[config.mk]
export PLATFORM = sky130hd
export DESIGN_NAME = parport_tx
export DESIGN_NICKNAME = d
export VERILOG_FILES = /design/src/rtl/parport_tx.sv
export SDC_FILE = /design/constraint.sdc
export NUM_CORES = 1
export LEC_CHECK = 0
export CAP_MARGIN = 20
export CORE_UTILIZATION = 51
export DETAILED_ROUTE_END_ITERATION = 10
export HOLD_SLACK_MARGIN = 0.1
export PLACE_DENSITY = 0.81
export SLEW_MARGIN = 40
export SYNTH_ARGS = -nofsm -noshare
export SYNTH_HDL_FRONTEND = slang
export SYNTH_SLANG_ARGS = --single-unit
[constraint.sdc]
create_clock -name clk -period 2.3 [get_ports clk]
set_input_delay 0.46 -clock clk [delete_from_list [all_inputs] [get_ports clk]]
set_output_delay 0.46 -clock clk [all_outputs]
set_load 0.1 [all_outputs]
[src/rtl/parport_tx.sv]
// parport_tx -- Centronics-style parallel-port transmitter.
//
// Words pushed over a valid/ready interface are buffered in a small FIFO and
// sent one at a time on dout/strobe using a 4-phase strobe/ack handshake:
// dout is set up, strobe rises, the device raises ack, strobe falls, the device
// drops ack. Each ack edge is guarded by a timeout. A timeout drops the current
// word, sets a sticky error flag and parks the sender until clr_err.
//
// Ports:
//   clk          clock, all state on the rising edge
//   reset        asynchronous active-low reset
//   in_data      word to transmit
//   in_valid     in_data valid
//   in_ready     FIFO can accept a word (push = in_valid & in_ready)
//   dout         [DW-1:0] data, [DW] parity bit
//   strobe       high while data is offered to the device
//   ack          device acknowledge, asynchronous to clk
//   busy         FIFO non-empty or a transfer/error in progress
//   fill         FIFO occupancy
//   timeout_err  sticky ack-timeout flag
//   clr_err      clears timeout_err and releases the error state
module parport_tx #(
  parameter int DW          = 8,
  parameter int DEPTH       = 4,
  parameter int PARITY      = 1,
  parameter int SETUP_CYC   = 2,
  parameter int TIMEOUT     = 255,
  parameter int SYNC_STAGES = 2
) (
  input  logic                         clk,
  input  logic                         reset,
  input  logic [DW-1:0]                in_data,
  input  logic                         in_valid,
  output logic                         in_ready,
  output logic [DW:0]                  dout,
  output logic                         strobe,
  input  logic                         ack,
  output logic                         busy,
  output logic [$clog2(DEPTH+1)-1:0]   fill,
  output logic                         timeout_err,
  input  logic                         clr_err
);

  localparam int AW      = $clog2(DEPTH);
  localparam int FW      = $clog2(DEPTH + 1);
  // One counter serves both the setup delay and the ack timeouts.
  localparam int CNT_MAX = (TIMEOUT > SETUP_CYC) ? TIMEOUT : SETUP_CYC;
  localparam int CW      = $clog2(CNT_MAX + 1);

  typedef enum logic [2:0] {
    S_IDLE,
    S_SETUP,
    S_STB,
    S_WAITLO,
    S_ERR
  } state_t;

  function automatic logic parity_of(input logic [DW-1:0] d);
    if (PARITY == 1) return ~^d;
    else if (PARITY == 2) return ^d;
    else return 1'b0;
  endfunction

  // ---------------------------------------------------------------- ack sync
  logic [SYNC_STAGES-1:0] sync_reg;
  logic                   ack_s;

  always_ff @(posedge clk or negedge reset) begin
    if (!reset) begin
      sync_reg <= '0;
    end else begin
      for (int i = SYNC_STAGES - 1; i > 0; i--) sync_reg[i] <= sync_reg[i-1];
      sync_reg[0] <= ack;
    end
  end

  assign ack_s = sync_reg[SYNC_STAGES-1];

  // -------------------------------------------------------------------- FIFO
  logic [DW-1:0] mem [DEPTH];
  logic [AW-1:0] wr_ptr_reg, rd_ptr_reg;
  logic [FW-1:0] fill_reg;
  logic          push, pop;

  // in_ready looks only at the current occupancy, not at a same-cycle pop.
  assign in_ready = (fill_reg != FW'(DEPTH));
  assign push     = in_valid && in_ready;

  always_ff @(posedge clk) begin
    if (push) mem[wr_ptr_reg] <= in_data;
  end

  // Pointers are AW bits wide and DEPTH is a power of two, so they wrap by
  // natural overflow. Reset empties the FIFO without touching the array.
  always_ff @(posedge clk or negedge reset) begin
    if (!reset) begin
      wr_ptr_reg <= '0;
      rd_ptr_reg <= '0;
      fill_reg   <= '0;
    end else begin
      if (push) wr_ptr_reg <= wr_ptr_reg + AW'(1);
      if (pop)  rd_ptr_reg <= rd_ptr_reg + AW'(1);
      case ({push, pop})
        2'b10:   fill_reg <= fill_reg + FW'(1);
        2'b01:   fill_reg <= fill_reg - FW'(1);
        default: fill_reg <= fill_reg;
      endcase
    end
  end

  // --------------------------------------------------------------------- FSM
  state_t        state_reg, state_next;
  logic [CW-1:0] cnt_reg, cnt_next;
  logic [DW:0]   dout_reg, dout_next;
  logic          strobe_reg, strobe_next;
  logic          err_reg, err_next;
  logic [DW-1:0] head;

  assign head = mem[rd_ptr_reg];

  always_ff @(posedge clk or negedge reset) begin
    if (!reset) begin
      state_reg  <= S_IDLE;
      cnt_reg    <= '0;
      dout_reg   <= '0;
      strobe_reg <= 1'b0;
      err_reg    <= 1'b0;
    end else begin
      state_reg  <= state_next;
      cnt_reg    <= cnt_next;
      dout_reg   <= dout_next;
      strobe_reg <= strobe_next;
      err_reg    <= err_next;
    end
  end

  always_comb begin
    state_next  = state_reg;
    cnt_next    = cnt_reg;
    dout_next   = dout_reg;
    strobe_next = 1'b0;
    err_next    = err_reg;
    pop         = 1'b0;

    case (state_reg)
      S_IDLE: begin
        if (fill_reg != '0) begin
          pop        = 1'b1;
          dout_next  = {parity_of(head), head};
          cnt_next   = CW'(SETUP_CYC - 1);
          state_next = S_SETUP;
        end
      end

      S_SETUP: begin
        if (cnt_reg == '0) begin
          strobe_next = 1'b1;
          cnt_next    = '0;
          state_next  = S_STB;
        end else begin
          cnt_next = cnt_reg - CW'(1);
        end
      end

      S_STB: begin
        strobe_next = 1'b1;
        if (ack_s) begin
          strobe_next = 1'b0;
          cnt_next    = '0;
          state_next  = S_WAITLO;
        end else if (cnt_reg == CW'(TIMEOUT - 1)) begin
          // Strobe has now been high for exactly TIMEOUT cycles.
          strobe_next = 1'b0;
          err_next    = 1'b1;
          state_next  = S_ERR;
        end else begin
          cnt_next = cnt_reg + CW'(1);
        end
      end

      S_WAITLO: begin
        if (!ack_s) begin
          state_next = S_IDLE;
        end else if (cnt_reg == CW'(TIMEOUT - 1)) begin
          err_next   = 1'b1;
          state_next = S_ERR;
        end else begin
          cnt_next = cnt_reg + CW'(1);
        end
      end

      S_ERR: begin
        // The word in flight is abandoned; nothing is re-sent on exit.
        if (clr_err) begin
          err_next   = 1'b0;
          state_next = S_IDLE;
        end
      end

      default: state_next = S_IDLE;
    endcase
  end

  assign dout        = dout_reg;
  assign strobe      = strobe_reg;
  assign timeout_err = err_reg;
  assign fill        = fill_reg;
  assign busy        = (fill_reg != '0) || (state_reg != S_IDLE);

endmodule
==> results of run 1 <==
stage by stage:
step	cells	instance area, um^2
after CTS	355	3704
after global routing	355	3704
after floorplan	237	3181
after global placement	339	3540
final	355	3704
after detailed placement	339	3540
worst register-to-register path, delay by kind of cell, from the launching register on:
family                     cells  cell delay [ps]
and+or+nand+nor                3              720
buffers and inverters          2              140
xor gates and xnor gates       2              310
DFF                            1              470
adders and majority gates      2              460
cells by family after synthesis:
| group | synth area share |
|---|---|
| AO/OA/AOI/OAI | 0.09992 |
| flip-flops | 0.5592 |
| XOR/XNOR | 0.04512 |
| adder cells (fa/ha/maj) | 0.04271 |
| AND/OR/NAND/NOR | 0.1092 |
| multiplexers | 0.1064 |
| buffers and inverters | 0.03747 |
path summary, 6_finish.rpt:
path | from | endpoint | slack, ps | depth (start not counted)
hold / removal | sync_reg[0] | sync_reg[1] | 360 | 0
setup reg to reg | fill[0] | fill[2] | 130 | 9
max in group asynchronous | reset | fill[1] | 1440 | 2
min in group asynchronous | reset | strobe | 520 | 2
hold reg to reg | sync_reg[0] | sync_reg[1] | 360 | 0
setup / recovery | fill[0] | fill[2] | 130 | 9
layout make-up:
class                   instances  area share
clock buffers                  10     0.03446
inverters                      11     0.01453
multi-input cells             149      0.3493
clock inverters                 6    0.009797
well taps                      75     0.02534
repair buffers                 41     0.09459
flip-flops and latches         63      0.4720
per-layer routing:
metal / global-route usage / vias up / routed length, um
met2: 0.3205 / 61 / 2819
li1: - / 960 / -
met3: 0.05829 / 13 / 304
met5: 0 / - / 0
met1: 0.2626 / 990 / 2520
met4: 0.1286 / 0 / 154
Yosys cell counts, types with 3 or more instances:
library cell,number,area share
dfrtp_1,31,0.25
ha_1,9,0.036
clkbuf_1,6,0.0073
o21ai_0,9,0.015
edfxtp_1,32,0.31
xor2_1,4,0.011
mux2i_1,3,0.0097
inv_1,10,0.012
nand2_1,14,0.017
nand3_1,6,0.0097
nor3b_1,3,0.0073
a31oi_1,3,0.0060
o31ai_1,4,0.0097
nand3b_1,3,0.0073
a21oi_1,8,0.013
and3_1,4,0.0081
o22ai_1,4,0.0081
mux4_1,5,0.042
xnor2_1,12,0.034
nor2_1,9,0.011
a22o_1,5,0.014
mux4_2,3,0.022
buf_2,4,0.0064
mux2_2,9,0.033
==> run summary, run 1 <==
fillers: 441
post-layout util: 0.6293
share of layout cells above drive strength 1: 0.2571
CP top delay family: simple AND/OR/NAND/NOR gates
total CTS buffers: 9
FP Rows: 28
I/O Buffers: 28
Syn Nets: 260
critical path cell sequence: nor3_4 -> or4_1 -> inv_8 -> ha_4 -> inv_1 -> fa_2 -> xor2_1 -> nor2_1 -> xor2_1
Routed WL: 5798 um
Critical Path Fanout Max: 4
diode count: 0
post-DR wirelength/cell: 16.33 um
pre-CTS setup slack: 85.35 ps
Worst EP arrival: 2430 ps
final setup vio count: 0
Die Y: 80.04 um
largest net degree at the start of global routing: 32
first-pass GRT wire length: 9591 um
via count of the routed design: 2024
postcts setup bufs: 0
NumNets Final: 298
number of global-route vias before repair: 2015
min cycle time layout: 2167 ps
clock latency on the worst-skew pair: 340 ps
final worst setup slack: 132.8 ps
worst slew pin tran: 481.6 ps
post-synthesis cell area: 3105 um^2
CP max stage cell: or4_1
maximum root-to-sink buffer count: 2
Layout Skew: 9.831 ps
Setup CP Type: flop to flop
CTS tree: built
Die W: 80.04 um
Post-synth EDFFs: 32
synthesized instance count: 237
worst hold slack: 357.2 ps
endpoints failing hold: 0
P&R area growth vs syn: 19.26%
status: finished clean
ys async rst share: 0.4921
detailed placer's ending HPWL: 3994 um
Largest register FFs: 32
antenna violations before repair: 0
setup TNS: 0 ps
max_slew headroom: 0.6784
commonest non-fill, non-tap cell in the layout: edfxtp_1
via/cell ratio: 5.701
buffer and inverter count on the worst path: 2
Max Freq: 0.4614 GHz
GPL Wtd Cong: 0.8713
unrepaired setup endpoints after global routing: false
antenna viol nets, final: 0
Hold Crit Class: flop to flop
Initial Util: 0.5276
Yosys warning count: 0
area of the core: 5886 um^2
global-route usage over all layers: 0.2092
syn avg cell area: 13.10 um^2
CP Capture Type: flop
grt total ovfl: 0
most frequent cells in the layout: 32 x edfxtp_1, 28 x dfrtp_1, 28 x buf_4, 14 x nand2_1
register bit total from synthesis: 63
Post-CTS Resized: 0
startpoint types: flop
DRC Markers: 0
final count of pins violating max slew: 0
First-pass DRT Iterations: 4
Req. time, crit path: 2570 ps
Clock H-tree levels: 3
CTS Hold Buffers Added: 0
area of the multi-input gates: 1294 um^2
die area: 6406 um^2
Top-Level Pins: 29
Main synth FF type: edfxtp_1
register area share after synthesis: 0.5592
Slowest Stage Delay on Critical Path: 530 ps
Storage cell area: 1748 um^2
cell mode on critical path: xor2_1
distinct cell type count after synthesis: 49
final period utilization: 0.9422
Max Cap Viol: 0
Clock Tree Root: clkbuf_8
# clock sinks: 63
Worst-path clk slew: 70 ps
DR iter-0 viols: 228
Power of run 1 is not shown: default switching activity piles up to over one toggle a cycle in this logic, so the estimate is an artifact.
==> run 2, diff against run 1 <==
CORE_MARGIN = 1.5   (was default)
SLEW_MARGIN = default   (was 40)
==> run summary, run 2 (synthesis results as in run 1) <==
GPL Wtd Cong: 0.8145 (-6.5%)
CTS Hold Buffers Added: 0 (unchanged)
Routed WL: 5767 um (-0.53%)
via/cell ratio: 5.706 (about the same)
Hold Crit Class: flop to flop
Reg2Reg Setup Slack: 160 ps (+20 ps)
most frequent cells in the layout: 32 x edfxtp_1, 28 x dfrtp_1, 27 x buf_4, 14 x nand2_1
diode count: 0 (unchanged)
CP top delay family: simple AND/OR/NAND/NOR gates
Post-DP Area: 3532 um^2 (-0.21%)
First-pass DRT Iterations: 4 (unchanged)
grt total ovfl: 0 (unchanged)
Initial Util: 0.5276 (unchanged)
number of global-route vias before repair: 1958 (-2.8%)
final setup vio count: 0 (unchanged)
cell mode on critical path: xor2_1
Critical Path Fanout Max: 4 (unchanged)
Largest register FFs: 32 (unchanged)
Max Cap Viol: 0 (unchanged)
Clock Tree Root: clkbuf_8
Slowest Stage Delay on Critical Path: 520 ps (about the same)
buffer and inverter count on the worst path: 2 (unchanged)
I/O Buffers: 28 (unchanged)
Top-Level Pins: 29 (unchanged)
final period utilization: 0.9317 (-0.01058)
max_slew headroom: 0.6909 (+0.01257)
DRC Markers: 0 (unchanged)
maximum root-to-sink buffer count: 2 (unchanged)
Req. time, crit path: 2560 ps (about the same)
setup TNS: 0 ps (unchanged)
Setup CP Type: flop to flop
via count of the routed design: 2020 (-0.20%)
postcts setup bufs: 0 (unchanged)
die area: 6567 um^2 (+2.5%)
final count of pins violating max slew: 0 (unchanged)
post-route cell area: 3729 um^2 (+0.68%)
CTS tree: built
commonest non-fill, non-tap cell in the layout: edfxtp_1
Worst EP arrival: 2400 ps (-30 ps)
NumNets Final: 297 (-0.34%)
Die Y: 81.04 um (+1.2%)
endpoints failing hold: 0 (unchanged)
largest net degree at the start of global routing: 32 (unchanged)
P&R area growth vs syn: 20.06%
# clock sinks: 63 (unchanged)
unrepaired setup endpoints after global routing: false
Layout Skew: 10.36 ps (+0.5292 ps)
DR iter-0 viols: 189 (-17%)
Die W: 81.04 um (+1.2%)
FP Rows: 28 (unchanged)
r2r worst-path depth: 9 (unchanged)
Crit. path cell count: 9 (unchanged)
CP Capture Type: flop
detailed placer's ending HPWL: 3936 um (-1.4%)
global-route usage over all layers: 0.1967 (-0.01248)
antenna viol nets, final: 0 (unchanged)
Clock H-tree levels: 3 (unchanged)
critical path cell sequence: nor3_4 -> or4_1 -> inv_8 -> ha_4 -> inv_1 -> fa_2 -> xor2_1 -> nor2_1 -> xor2_1
share of layout cells above drive strength 1: 0.2652 (+0.008090)
clock latency on the worst-skew pair: 340 ps (about the same)
total CTS buffers: 9 (unchanged)
post-layout util: 0.6335 (+0.004251)
CP max stage cell: or4_1
Max Freq: 0.4667 GHz (+1.1%)
startpoint types: flop
worst hold slack: 356.1 ps (-1.120 ps)
WHS Path Cells: 0 (unchanged)
status: finished clean
area of the core: 5886 um^2 (unchanged)
post-DR wirelength/cell: 16.29 um (-0.25%)
first-pass GRT wire length: 9246 um (-3.6%)
worst slew pin tran: 462.8 ps (-18.82 ps)
antenna violations before repair: 0 (unchanged)
Post-CTS Resized: 0 (unchanged)
min cycle time layout: 2143 ps (-24.33 ps)
Worst-path clk slew: 70 ps (about the same)
run 2: cell count changes in the layout (fill, tap and decap cells not counted):
cell / change
clkinv_1: -2
clkbuf_1: -1
buf_4: -1
bufinv_16: +1
clkinv_4: +1
clkinv_2: +1
run 2: through the flow:
step                setup WS [ps]  cells
detailed placement          97.38    338
finish                      157.2    354
global route                21.05    354
floorplan                  -45.45    237
global placement            141.5    338
CTS                         130.0    354
run 2: area by class of cell:
cell class | instances | area, um^2
clock buffer | 9 | 123.9
timing repair buffer | 40 | 342.8
sequential | 63 | 1748
inverter | 11 | 53.80
multi-input combinational | 149 | 1294
tap | 75 | 93.84
fill | 441 | 2157
clock inverter | 7 | 72.57
run 2: metal layers:
| metal | share of wire | track usage |
|---|---|---|
| met5 | 0 | 0 |
| met4 | 0.0083 | 0.1000 |
| met3 | 0.067 | 0.06180 |
| met2 | 0.50 | 0.3108 |
| met1 | 0.43 | 0.2440 |
run 2: path summary, 6_finish.rpt:
kind	start	to
setup / recovery	fill[0]	fill[2]
hold / removal	sync_reg[0]	sync_reg[1]
setup reg to reg	fill[0]	fill[2]
hold reg to reg	sync_reg[0]	sync_reg[1]
max in group asynchronous	reset	fill[1]
min in group asynchronous	reset	cnt_reg[7]
Power of run 2 is left out for the same reason.
==> run 3, diff against run 2 <==
CORE_UTILIZATION = 57   (was 51)
PLACE_DENSITY = 0.85   (was 0.81)
SLEW_MARGIN = 15   (was default)
clock period = 2.36 ns   (was 2.3 ns; I/O delays follow)
==> run summary, run 3 (synthesis results as in run 1) <==
via/cell ratio: 5.722 (+0.28%)
share of layout cells above drive strength 1: 0.2545 (-0.01075)
commonest non-fill, non-tap cell in the layout: edfxtp_1
diode count: 0 (unchanged)
final worst setup slack: 99.25 ps (-57.91 ps)
startpoint types: flop
Critical Path Fanout Max: 10 (+6)
Clock H-tree levels: 3 (unchanged)
Req. time, crit path: 2610 ps (+50 ps)
number of global-route vias before repair: 2029 (+3.6%)
Hold Crit Class: flop to flop
FP Rows: 26 (-7.1%)
most frequent cells in the layout: 32 x edfxtp_1, 28 x dfrtp_1, 27 x buf_4, 14 x nand2_1
post-route cell area: 3690 um^2 (-1.0%)
post-layout util: 0.7134 (+0.07985)
Initial Util: 0.6004 (+0.07275)
grt total ovfl: 0 (unchanged)
antenna viol nets, final: 0 (unchanged)
Layout Skew: 8.814 ps (-1.547 ps)
antenna violations before repair: 0 (unchanged)
Worst EP arrival: 2510 ps (+110 ps)
Post-DP Area: 3526 um^2 (-0.18%)
Max Cap Viol: 0 (unchanged)
P&R area growth vs syn: 18.82%
NumNets Final: 297 (unchanged)
largest net degree at the start of global routing: 32 (unchanged)
global-route usage over all layers: 0.2187 (+0.02198)
unrepaired setup endpoints after global routing: false
first-pass GRT wire length: 9846 um (+6.5%)
min cycle time layout: 2261 ps (+117.9 ps)
fillers: 353 (-20%)
Worst-path clk slew: 70 ps (about the same)
area of the core: 5172 um^2 (-12%)
CP Capture Type: flop
final count of pins violating max slew: 0 (unchanged)
I/O Buffers: 28 (unchanged)
Largest register FFs: 32 (unchanged)
Clock Tree Root: clkbuf_8
GPL Wtd Cong: 0.8363 (+2.7%)
die area: 5900 um^2 (-10%)
DRC Markers: 0 (unchanged)
Die W: 76.81 um (-5.2%)
detailed placer's ending HPWL: 3966 um (+0.77%)
max_slew headroom: 0.6936 (+0.002632)
pre-CTS setup slack: 104.9 ps (+7.529 ps)
# clock sinks: 63 (unchanged)
clock latency on the worst-skew pair: 330 ps (about the same)
DR iter-0 viols: 119 (-37%)
First-pass DRT Iterations: 4 (unchanged)
CTS tree: built
Max Freq: 0.4423 GHz (-5.2%)
total CTS buffers: 9 (unchanged)
via count of the routed design: 1997 (-1.1%)
endpoints failing hold: 0 (unchanged)
maximum root-to-sink buffer count: 2 (unchanged)
CTS Hold Buffers Added: 0 (unchanged)
Routed WL: 5714 um (-0.92%)
Setup CP Type: flop to flop
Top-Level Pins: 29 (unchanged)
setup TNS: 0 ps (unchanged)
final setup vio count: 0 (unchanged)
Die Y: 76.81 um (-5.2%)
post-DR wirelength/cell: 16.37 um (+0.50%)
postcts setup bufs: 0 (unchanged)
worst slew pin tran: 459.7 ps (-3.099 ps)
final period utilization: 0.9579 (+0.02627)
status: finished clean
Post-CTS Resized: 0 (unchanged)
run 3: cell types whose count changed in the layout (fill, tap and decap cells not counted), sizes merged:
cell / before / now
bufinv: 1 / 0
clkbuf: 9 / 10
run 3: stage by stage:
| step | cells | hold WS [ps] |
|---|---|---|
| 6_report | 349 | 360.6 |
| 5_1_grt | 349 | 378.2 |
| 4_1_cts | 349 | 368.1 |
| 3_5_place_dp | 333 | 351.7 |
| 3_3_place_gp | 333 | 339.6 |
| 2_1_floorplan | 237 | 176.4 |
run 3: final timing paths:
check | startpoint | endpoint | slack (ps) | cells past startpoint
min reg2reg | sync_reg[0] | sync_reg[1] | 360 | 0
max in group asynchronous | reset | fill[0] | 1490 | 2
max reg2reg | fill[2] | fill[2] | 100 | 9
min | sync_reg[0] | sync_reg[1] | 360 | 0
max | fill[2] | fill[2] | 100 | 9
min in group asynchronous | reset | dout[4] | 540 | 2
run 3: per-layer routing:
metal,global-route usage,share of wire,vias up
met2,0.3274,0.47,52
met5,0,0,-
li1,-,-,960
met4,0.1111,0.020,0
met3,0.06190,0.048,13
met1,0.2925,0.46,972
run 3: area by class of cell:
class                           count  area, um^2  share of cell area
Tap cell                           70       87.58             0.02374
Clock inverter                      6       36.28            0.009834
Timing Repair Buffer               40       342.8             0.09291
Clock buffer                       10       127.6             0.03459
Inverter                           11       53.80             0.01458
Multi-Input combinational cell    149        1294              0.3506
Sequential cell                    63        1748              0.4737
run 3: worst max-delay path: stages, from the launching register on:
cell and delay (ps):
dfrtp_4 470, nor3_4 60, or4_1 520, inv_8 150
ha_4 150, inv_1 50, fa_2 330, xor2_1 150
nor2_1 140, xor2_1 170
Power of run 3 is left out for the same reason.
